### config.mk
export PLATFORM = sky130hd
export DESIGN_NAME = wb_dual_stage
export DESIGN_NICKNAME = d
export VERILOG_FILES = /design/src/rtl/wb_dual_stage.sv
export SDC_FILE = /design/constraint.sdc
export NUM_CORES = 1
export LEC_CHECK = 0
export CAP_MARGIN = 20
export CORE_AREA = 10 10 206 150
export CTS_BUF_LIST = sky130_fd_sc_hd__clkbuf_16
export DETAILED_ROUTE_END_ITERATION = 7
export DIE_AREA = 0 0 216 160
export GPL_ROUTABILITY_DRIVEN = 0
export PLACE_DENSITY = 0.56
export SETUP_SLACK_MARGIN = 0.2
export SYNTH_ARGS = -nofsm -noshare
export SYNTH_HDL_FRONTEND = slang
export SYNTH_SLANG_ARGS = --single-unit
### constraint.sdc
create_clock -name Clk -period 2.7 [get_ports Clk]
set_input_delay 0.405 -clock Clk [delete_from_list [all_inputs] [get_ports Clk]]
set_output_delay 0.405 -clock Clk [all_outputs]
set_load 0.03 [all_outputs]
### src/rtl/wb_dual_stage.sv
// wb_dual_stage: dual-lane MEM/WB pipeline register and writeback formatter.
// Captures both M-stage lanes, formats load data and drives the two
// register-file write ports. Lane 2 is the younger instruction, so it wins
// when both lanes target the same register. Keeps a retired-lane counter.
module wb_dual_stage (
  input  logic        Clk,
  input  logic        Reset,
  input  logic        Stall,
  input  logic        Flush,
  // lane 1
  input  logic        M_Valid1,
  input  logic        M_RegWrite1,
  input  logic        M_MemToReg1,
  input  logic [4:0]  M_WR1,
  input  logic [31:0] M_ALU1,
  input  logic [31:0] M_LoadData1,
  input  logic [1:0]  M_LdSize1,
  input  logic        M_LdSigned1,
  input  logic [1:0]  M_AddrLo1,
  // lane 2
  input  logic        M_Valid2,
  input  logic        M_RegWrite2,
  input  logic        M_MemToReg2,
  input  logic [4:0]  M_WR2,
  input  logic [31:0] M_ALU2,
  input  logic [31:0] M_LoadData2,
  input  logic [1:0]  M_LdSize2,
  input  logic        M_LdSigned2,
  input  logic [1:0]  M_AddrLo2,
  // register-file write ports
  output logic        Write,
  output logic        Write2,
  output logic [4:0]  WR,
  output logic [4:0]  WR2,
  output logic [31:0] WD,
  output logic [31:0] WD2,
  output logic [31:0] Retired
);

  typedef struct packed {
    logic        valid;
    logic        regwrite;
    logic        memtoreg;
    logic [4:0]  wr;
    logic [31:0] alu;
    logic [31:0] loaddata;
    logic [1:0]  ldsize;
    logic        ldsigned;
    logic [1:0]  addrlo;
  } lane_t;

  lane_t m_lane1, m_lane2;
  lane_t w_lane1, w_lane2;

  assign m_lane1 = '{valid: M_Valid1, regwrite: M_RegWrite1, memtoreg: M_MemToReg1,
                     wr: M_WR1, alu: M_ALU1, loaddata: M_LoadData1,
                     ldsize: M_LdSize1, ldsigned: M_LdSigned1, addrlo: M_AddrLo1};
  assign m_lane2 = '{valid: M_Valid2, regwrite: M_RegWrite2, memtoreg: M_MemToReg2,
                     wr: M_WR2, alu: M_ALU2, loaddata: M_LoadData2,
                     ldsize: M_LdSize2, ldsigned: M_LdSigned2, addrlo: M_AddrLo2};

  // Little-endian load extraction and sign/zero extension.
  // Half-word selection ignores addrlo[0]; size 11 behaves as a word.
  function automatic logic [31:0] format_load(input lane_t l);
    logic [7:0]  b;
    logic [15:0] h;
    logic [31:0] r;
    b = l.loaddata[{l.addrlo, 3'b000} +: 8];
    h = l.addrlo[1] ? l.loaddata[31:16] : l.loaddata[15:0];
    case (l.ldsize)
      2'b01:   r = {{16{l.ldsigned & h[15]}}, h};
      2'b10:   r = {{24{l.ldsigned & b[7]}}, b};
      default: r = l.loaddata;
    endcase
    return r;
  endfunction

  // W register: reset clears, flush kills both lanes (even while stalled),
  // stall holds, otherwise capture the M stage.
  // NOTE: sequential state uses non-blocking assignments so every register
  // samples pre-edge values regardless of statement order.
  always_ff @(posedge Clk) begin
    if (Reset) begin
      w_lane1 <= '0;
      w_lane2 <= '0;
    end else if (Flush) begin
      w_lane1.valid <= 1'b0;
      w_lane2.valid <= 1'b0;
    end else if (!Stall) begin
      w_lane1 <= m_lane1;
      w_lane2 <= m_lane2;
    end
  end

  // Retired counter: lanes leaving W commit on any unstalled edge,
  // including a flush edge; writes to $0 still count.
  always_ff @(posedge Clk) begin
    if (Reset) begin
      Retired <= '0;
    end else if (!Stall) begin
      Retired <= Retired + 32'(w_lane1.valid) + 32'(w_lane2.valid);
    end
  end

  // Write-port drive: lane 2 suppresses a same-register write from lane 1.
  assign Write2 = w_lane2.valid & w_lane2.regwrite & (w_lane2.wr != 5'd0) & ~Stall;
  assign Write  = w_lane1.valid & w_lane1.regwrite & (w_lane1.wr != 5'd0) & ~Stall
                & ~(Write2 & (w_lane1.wr == w_lane2.wr));

  assign WR  = w_lane1.wr;
  assign WR2 = w_lane2.wr;
  assign WD  = w_lane1.memtoreg ? format_load(w_lane1) : w_lane1.alu;
  assign WD2 = w_lane2.memtoreg ? format_load(w_lane2) : w_lane2.alu;

endmodule

# [Yosys cells after proc, flatten, opt, wreduce, memory -nomap -nowiden]
# Index checks and enable logic that the tools add are counted.
[op_classes] mux=6 eq_ne=5 n_bitwise=15 shifts=2 add_sub_neg=2 n_reduce_logical=4
[op_table] operator="$pmux 32 s2" count=2
[op_table] operator="$add 32x1->32" count=2
[op_table] operator="$mux 32" count=2
[op_table] operator="$shiftx 32x6->8" count=2
[op_table] operator="$mux 16" count=2
[op_table] operator="$and 1x1->1" count=12
[op_table] operator="$reduce_bool 5->1" count=2
[op_table] operator="$eq 5x5->1" count=1
[op_table] operator="$eq 2x1->1 const B" count=2
[op_table] operator="$eq 2x2->1 const B" count=2
[op_table] operator="$not 1->1" count=3
[op_table] operator="$reduce_and 2->1" count=1
[op_table] operator="$reduce_or 2->1" count=1
[totals] wordCells=53 regBits=186 inputBits=158 out_inout_bits=108

# [Longest topological paths before layout]
# Gate-level depths: netlist (run 1).
[depth] ltp_word=6 ltp_mapped=9 ltp_nobuf=9

# [Worst setup path before layout (run 1)]
# Ideal clock, no wire load.
[synth_timing] path_kind="register -> output" from="register w_lane2[3] in the netlist's numbering" to="output port WD2[21]" arrival_ns=2.024 path_buffers=3 path_stages_with_launch=8 required_ns=2.295 path_slack_ns=0.271 cell_sequence="dfxtp_1 inv_1 ha_1 clkbuf_1 clkbuf_1 clkbuf_1 nand2_1 a21oi_1"
[synth_via] elab_chain_cells=3 elab_cells_between_ends=4 cone_classes="eq/ne: 2; mux: 2"
[synth_rtl] element="from (decl)" line_no="53" source="lane_t w_lane1, w_lane2;"
[synth_rtl] element="from (signal assigned)" line_no="91" source="w_lane2 <= m_lane2;"
[synth_rtl] element="$eq 2x2->1 or $eq 2x1->1 (tied branches)" line_no="70" source="case (l.ldsize)"
[synth_rtl] element="$pmux 32 s2 (*)" line_no="70"
[synth_rtl] element="$mux 32 (*)" line_no="113" source="assign WD2 = w_lane2.memtoreg ? format_load(w_lane2) : w_lane2.alu;"
[synth_rtl] element="to (decl)" line_no="36" source="output logic [31:0] WD2,"
# Mark *: on every way between the ends. The rest lies on a longest branch, timed or not.

# [Worst setup path after layout (run 1)]
[layout_timing] from="register w_lane2[4] in the netlist's numbering" to="output port WD2[30]"
# The elaborated chain is that of the path after synthesis.

==> summary.md, run 1 <==
The global route total overflow is 0. The slack of the worst reg-to-reg path is 590 ps, and the minimum clock period is 2490 ps. In the post-synthesis netlist, the biggest area contributors are dfxtp_1 (43%), nand2_1 (15%), a21oi_1 (12%), nor2_1 (3.7%), clkbuf_1 (2.9%). The number of nets in the synthesized netlist is 1,348. The total leakage power was 4.73 nW; the final count of hold timing violations was 0.

The root buffer cell chosen for the clock tree is clkbuf_16. The maximum number of pins on one net before global-route repair was 73. The logs give 2,755 for the number of fillers in the final layout and 27,100 um2 for the standard cell core area. Along the worst path, the maximum fanout reaches 8.

The most common cell after layout, fill and taps aside is nand2_1. During placement, the flow inserted port buffers numbering 265. The cell area after synthesis was 8740 um2; the antenna diode count was 0. Depth of the CTS H-tree: 4. After clock tree synthesis, the flow added hold-fix buffers numbering 0. The flow ran to the end, and the final reports show no timing, DRC or antenna violations.

The run gives 0 as the count of synthesis-stage warnings from yosys. After synthesis, the netlist uses 40 different library cells. Counting every sink on the clock net gives 186.

For the worst setup path, the data required time is 2300 ps. The overall die width came out at 216 um. The number of cell rows is 51. In the routed layout, each cell is associated on average with a via count of 4.92. The total design power was 0.00667 W.

At the end of the flow, the number of nets in the layout was 1,578. Cells with a size suffix above 1 make up 13.9% of the layout. The first detailed-routing pass ran for 5 iterations.

Counting every instance in the synthesized netlist gives 1,184. The power density normalized to cell area was 525 nW/um2; the worst-skew pair later-pin latency was 440 ps. Summed over all instances, the cell type with the most area after synthesis is dfxtp_1. The I/O pin total is 266, and the number of remaining DRC errors is 0.

Across the run, the number of max-cap violations was 0. The slowest stage of the critical path belongs to the cell dfxtp_2. Number of pins exceeding their max-slew limit in the final report: 0. The global routing usage summed across all routing layers was 18.8%; the final wirelength was 33,900 um. The area overhead of the layout relative to synthesis was 45.3%; the clock skew was 4.24 ps. Setup TNS after final layout: 0 ps. Averaged over all synthesized cells, the footprint is 7.39 um2. In the layout the commonest cells are nand2_1 (346), clkdlybuf4s50_1 (198), a21oi_1 (197). The portion of the post-synthesis area used by sequential elements is 42.6%, and the slew at the pin with the worst max-slew slack is 639 ps. The worst setup path is launched from a register. Traced cell by cell, the critical path runs through buf_4, ha_4, nand2b_4, o22ai_2, a31oi_2, buf_6, buf_12, a21oi_4, buf_6. Static timing analysis puts the maximum clock frequency at 402 MHz. The initial detailed-routing violation count came out at 539. The synthesized design contains 186 register bits. In the finished design, the share of the clock period the worst path needs comes to 92.1%.

The first global-routing pass estimated 51,300 um of wire. Setup repair after global routing could not meet its margin everywhere. The routed layout has 8,828 vias. The final instance area was 12,700 um2. The clock transition at the registers of the reported paths is 70 ps, and the fraction of synthesized cell area taken by the top area cell type is 42.6%.

In this run the deepest clock path goes through 2 buffers. The die extent in y is 160 um, and the maximum cell stage delay along the critical path is 350 ps. For this configuration, the core starts out at a cell density of 32.2%. The die covers 34,600 um2.

Data arrives at the worst endpoint at 2080 ps. The worst hold-check path type is input port to register. Placed cell count: 1,754.

The number of global-route vias before repair was 8,532. TritonCTS built the clock tree. In this run, CTS created clock tree buffers numbering 17. The initial antenna violation count is 1, and the half-perimeter wire length of the detailed placement result is 24,300 um. VDD sags by at most 0.000391 V.

The category of the worst setup path capture point is an output pin. Setup violations remaining at the end of the flow were counted as 0. The cell area reported after detailed placement was 11,700 um2. Headroom to the max-slew limit came out at 57.4%.

The most frequent cell on the critical path is buf_6. The post-route antenna net violation count was 0. Hold is met by 413 ps.

Post-detailed-route wirelength per cell: 18.9 um. The critical path start-end classification was register to output pin. The post-layout instance count excluding filler cells was 1,795.
[sequential cells by signal, indices dropped and copies added (netlist names)]
name and cells:
w_lane1 72, WR2 5, Retired 32, WR 5, w_lane2 72
[metal layers]
layer  share of wire (%)  track usage (%)  vias up
met4                0.87             3.96        2
li1                    -                -     4368
met2                  44             27.9      273
met5               0.038                0        -
met3                 7.8             6.19       21
met1                  47             25.8     4164
[Yosys cell counts (all sizes together)]
cell type  count
a21oi        216
a31oi          2
and2           4
and3           3
and4           4
and4bb         1
buf           30
clkbuf        67
dfxtp        186
fa             1
ha             5
inv           31
mux2i         21
mux4           2
nand2        349
nand2b        20
nand3         13
nand3b         1
nand4         10
nor2          87
nor2b          5
nor3           4
nor4           1
nor4b          1
o21ai         33
o221ai         2
o22a          14
o22ai          2
o2bb2ai       28
o311ai         2
or2            1
or2b           1
or4            2
xnor2          8
xor2          27
[area by class of cell]
| class | count | area [um2] | area share [%] |
|---|---|---|---|
| clock buffer | 17 | 425 | 3.35 |
| clock inverter | 12 | 136 | 1.07 |
| inverter | 31 | 116 | 0.916 |
| multi-input combinational | 870 | 4840 | 38.1 |
| sequential | 186 | 3740 | 29.4 |
| tap | 371 | 464 | 3.65 |
| timing repair buffer | 308 | 2980 | 23.5 |
[stage by stage]
stage / setup slack, ps / util (%)
after global routing: 131 / 46.8
after floorplan: 271 / -
after global placement: 201 / 43.2
after CTS: 137 / 46.2
final: 214 / 46.8
after detailed placement: 159 / 43.2
[power breakdown]
group | total, W | switching [W] | internal (W)
Clock | 0.00251 | 0.00109 | 0.00142
Sequential | 0.00295 | 0.000104 | 0.00285
Combinational | 0.00121 | 0.000657 | 0.000549
Total | 0.00667 | 0.00185 | 0.00482
[critical path: cells and delay by family (launching register included)]
kind / cells / cell delay [ps]
fa+ha+maj: 1 / 180
compound gates: 3 / 430
simple gates: 1 / 80
buf+inv: 4 / 580
flops: 1 / 350
[cell families after synthesis]
| family | synth area share, % |
|---|---|
| xor+xnor | 3.51 |
| fa+ha+maj | 0.944 |
| buf+inv | 6.17 |
| compound gates | 19.3 |
| flops | 42.6 |
| simple gates | 24.6 |
| mux | 2.92 |
[worst paths after layout]
| check | from | cells after the start | endpoint |
|---|---|---|---|
| worst max-delay path | w_lane2[4]$_SDFFE_PP0P_ | 9 | WD2[30] |
| worst min-delay path | Reset | 2 | w_lane1[46]$_SDFFE_PP0P_ |
| worst max register to register | Retired[0]$_SDFFE_PP0N_ | 10 | Retired[26]$_SDFFE_PP0N_ |
| worst min register to register | w_lane2[63]$_SDFFE_PP0P_ | 2 | w_lane2[63]$_SDFFE_PP0P_ |
[repair_timing]
action                                 in CTS  in global routing
endpoints found under the hold margin       0                  0
pin swaps                                   1                  7
buffers inserted                            3                  6
resized for setup                         144                113
setup endpoints to repair                  61                 65
gates cloned                                2                  1
Power figures use the tool's default switching activity.
==> run 2, diff against run 1 <==
CAP_MARGIN = default   (was 20)
==> results of run 2 <==
No change in the layout: final DEF, timing and power equal those of run 1.
==> run 3, diff against run 2 <==
PLACE_DENSITY = 0.58   (was 0.56)
clock period = 2.2 ns   (was 2.7 ns; I/O delays follow)
==> summary.md, run 3 (same netlist as run 1, synthesis figures left out) <==
The flow ran to the end, but the final reports show violations. The checks that failed: negative setup slack. The run gives 0 (unchanged) as the global route total overflow. Placed cell count: 1,761 (+0.40%). The tools report the launching element of the worst setup path as w_lane2[3]$_SDFFE_PP0P_. The slowest stage of the critical path belongs to the cell dfxtp_2. The worst hold path begins at Reset. STA classifies the critical path endpoint as an output pin.

Number of global-route vias before repair: 9,073 (+6.3%). The post-detailed-route wirelength per cell is 19.1 um (+1.5%), and the global routing usage summed across all routing layers is 19.4% (+0.64 points). The most common cell after layout, fill and taps aside is nand2_1.

The slack of the worst reg-to-reg path was 210 ps (-380 ps); the count of buffer and inverter cells on the critical path was 6 (+2). The worst register-to-register path begins at Retired[0]$_SDFFE_PP0N_. The standard cell core area is 27,100 um2 (unchanged), and the number of buffer cells added on primary ports is 265 (unchanged). The slew at the pin with the worst max-slew slack is 428 ps (-211 ps), and the average via count per standard cell is 4.95 (+0.62%). Number of detailed-routing iterations run before antenna repair: 5 (unchanged). The cell internal power dissipation is 0.00595 W (+23%), and the post-route antenna net violation count is 0 (unchanged). The clock buffer count from CTS is 17 (unchanged). The overall die width works out to 216 um (unchanged). The number of fillers in the final layout was 2,558 (-7.2%). The post-layout instance count excluding filler cells is 1,829 (+1.9%), and the buffer depth of the longest clock path is 2 (unchanged). In this design, the critical path's most frequently occurring cell is buf_6. The area of the die was 34,600 um2 (unchanged); the total design power was 0.00849 W (+27%). The total of endpoints with negative setup slack in the final report is 64 (+64), and the number of pins exceeding their max-slew limit in the final report is 0 (unchanged).

The worst slew slack as a fraction of its limit was 71.1% (+14 points); the switching portion of total power was 29.9% (+2.2 points). Wire length of the first global-routing pass: 53,800 um (+4.9%). The critical-path maximum fanout is 8 (unchanged), and the total leakage power is 5.23 nW (+11%).

The worst voltage drop across the vdd grid is 0.000504 V (+29%). The largest delay contributor family on the critical path was buffers and inverters. The maximum cell stage delay along the critical path is 340 ps (about the same), and the initial antenna violation count is 4 (+3).

The library cells used most frequently in the layout, excluding fill and tap cells, are nand2_1 (345), clkdlybuf4s50_1 (189), dfxtp_1 (172). TritonCTS built the clock tree. Final count of hold timing violations: 0 (unchanged). The number of nets in the finished design was 1,607 (+1.8%). The I/O pin total is 266 (unchanged).

The run gives 2110 ps (+30 ps) as the data arrival time of the critical path. Maximum number of pins on one net before global-route repair: 77 (+5.5%). The fraction of layout instances using a drive strength above 1 was 22.3% (+8.3 points). The logs give 585 (+8.5%) for the initial detailed-routing violation count and 6.55 ps (+2.31 ps) for the clock skew. By startpoint and endpoint, the worst setup path is classified as register to output pin.

The number of remaining DRC errors is 0 (unchanged). The count of max-cap constraint violations was 0 (unchanged). Walking the worst path, the cells encountered are inv_2, ha_4, buf_6, buf_6, a21oi_4, o22ai_2, a31oi_4, buf_6, buf_12, a21oi_4, buf_6. The final wirelength was 35,000 um (+3.4%). For the net switching power of the design, the log shows 0.00254 W (+37%). Critical path required time: 1870 ps (-430 ps). The minimum clock period is 2440 ps, and the sequential share of power is 42.6% (-1.7 points). The tools report the half-perimeter wire length of the detailed placement result as 24,200 um (-0.55%).

The clock transition at the registers of the reported paths was 70 ps (about the same). The tools report the worst-skew pair later-pin latency as 440 ps (about the same). STA classifies the critical path startpoint as a register.

The tree is rooted in a clkbuf_16. In the final layout, the registers with the most flip-flops are w_lane1 (72), w_lane2 (72), Retired (32). The depth of the CTS H-tree came out at 4 (unchanged).

The fraction of power consumed by combinational cells was 21.4% (+3.3 points); the area overhead of the layout relative to synthesis was 61.7%. Timing would allow up to 409 MHz. For the initial core utilization, the log shows 32.2% (unchanged).

The slack of the critical path is -245 ps (-458 ps). The number of clock sinks seen by CTS was 186 (unchanged). Setup repair after global routing could not meet its margin everywhere. The worst path uses 111% of the clock period. The die extent in y is 160 um (unchanged), and the number of hold-repair buffers added at the cts stage is 0 (unchanged). For the via total after detailed routing, the log shows 9,051 (+2.5%).

The power density normalized to cell area works out to 600 nW/um2 (+14%). The path class of the tightest hold or removal check is input port to register. The number of cell rows was 51 (unchanged); the clock network fraction of design power was 36.0% (-1.6 points).
run 3: path summary, 6_finish.rpt:
path	end	depth (start not counted)
min reg2reg	w_lane1[61]$_SDFFE_PP0P_	2
min	Retired[0]$_SDFFE_PP0N_	2
max	WD2[16]	11
max reg2reg	Retired[25]$_SDFFE_PP0N_	10
run 3: power by group through the flow:
stage                     logic (W)  clock network, W  registers (W)
after detailed placement    0.00151                 0        0.00369
final                       0.00181           0.00305        0.00362
after CTS                   0.00178           0.00313        0.00361
after global placement      0.00150                 0        0.00369
after global routing        0.00194           0.00327        0.00363
after floorplan            0.000828                 0        0.00364
run 3: stage by stage:
step                util (%)  area (um2)  hold WS (ps)  worst slack (ps)  setup TNS, ps
detailed placement      45.1       12200           447              -106           -167
global placement        45.1       12200           442             -78.1          -80.1
finish                  52.1       14100           262              -245          -8850
global route            52.1       14100           272              -321         -13380
CTS                     51.1       13900           255              -247          -8780
floorplan                  -        9180           409               180              0
run 3: area by class of cell:
type | count | area [um2] | share of cell area, %
antenna | 2 | 5.00 | 0.0354
clock buffer | 17 | 425 | 3.01
clock inverter | 15 | 144 | 1.02
inverter | 31 | 128 | 0.903
multi-input combinational | 870 | 5510 | 38.9
sequential | 186 | 3760 | 26.6
tap | 371 | 464 | 3.28
timing repair buffer | 337 | 3700 | 26.2
run 3: routing by layer:
layer	global-route usage (%)	part of all wire, %	vias up
li1	-	-	4447
met3	5.78	6.5	22
met4	3.90	0.85	4
met5	0	0.060	-
met2	29.6	46	229
met1	26.5	47	4349
run 3: repair_timing:
item / in CTS / in global routing
endpoints found under the setup margin: 67 / 92
gates resized for setup: 188 / 56
pin swaps: 49 / 10
cloned: 5 / 0
buffers inserted: 22 / 7
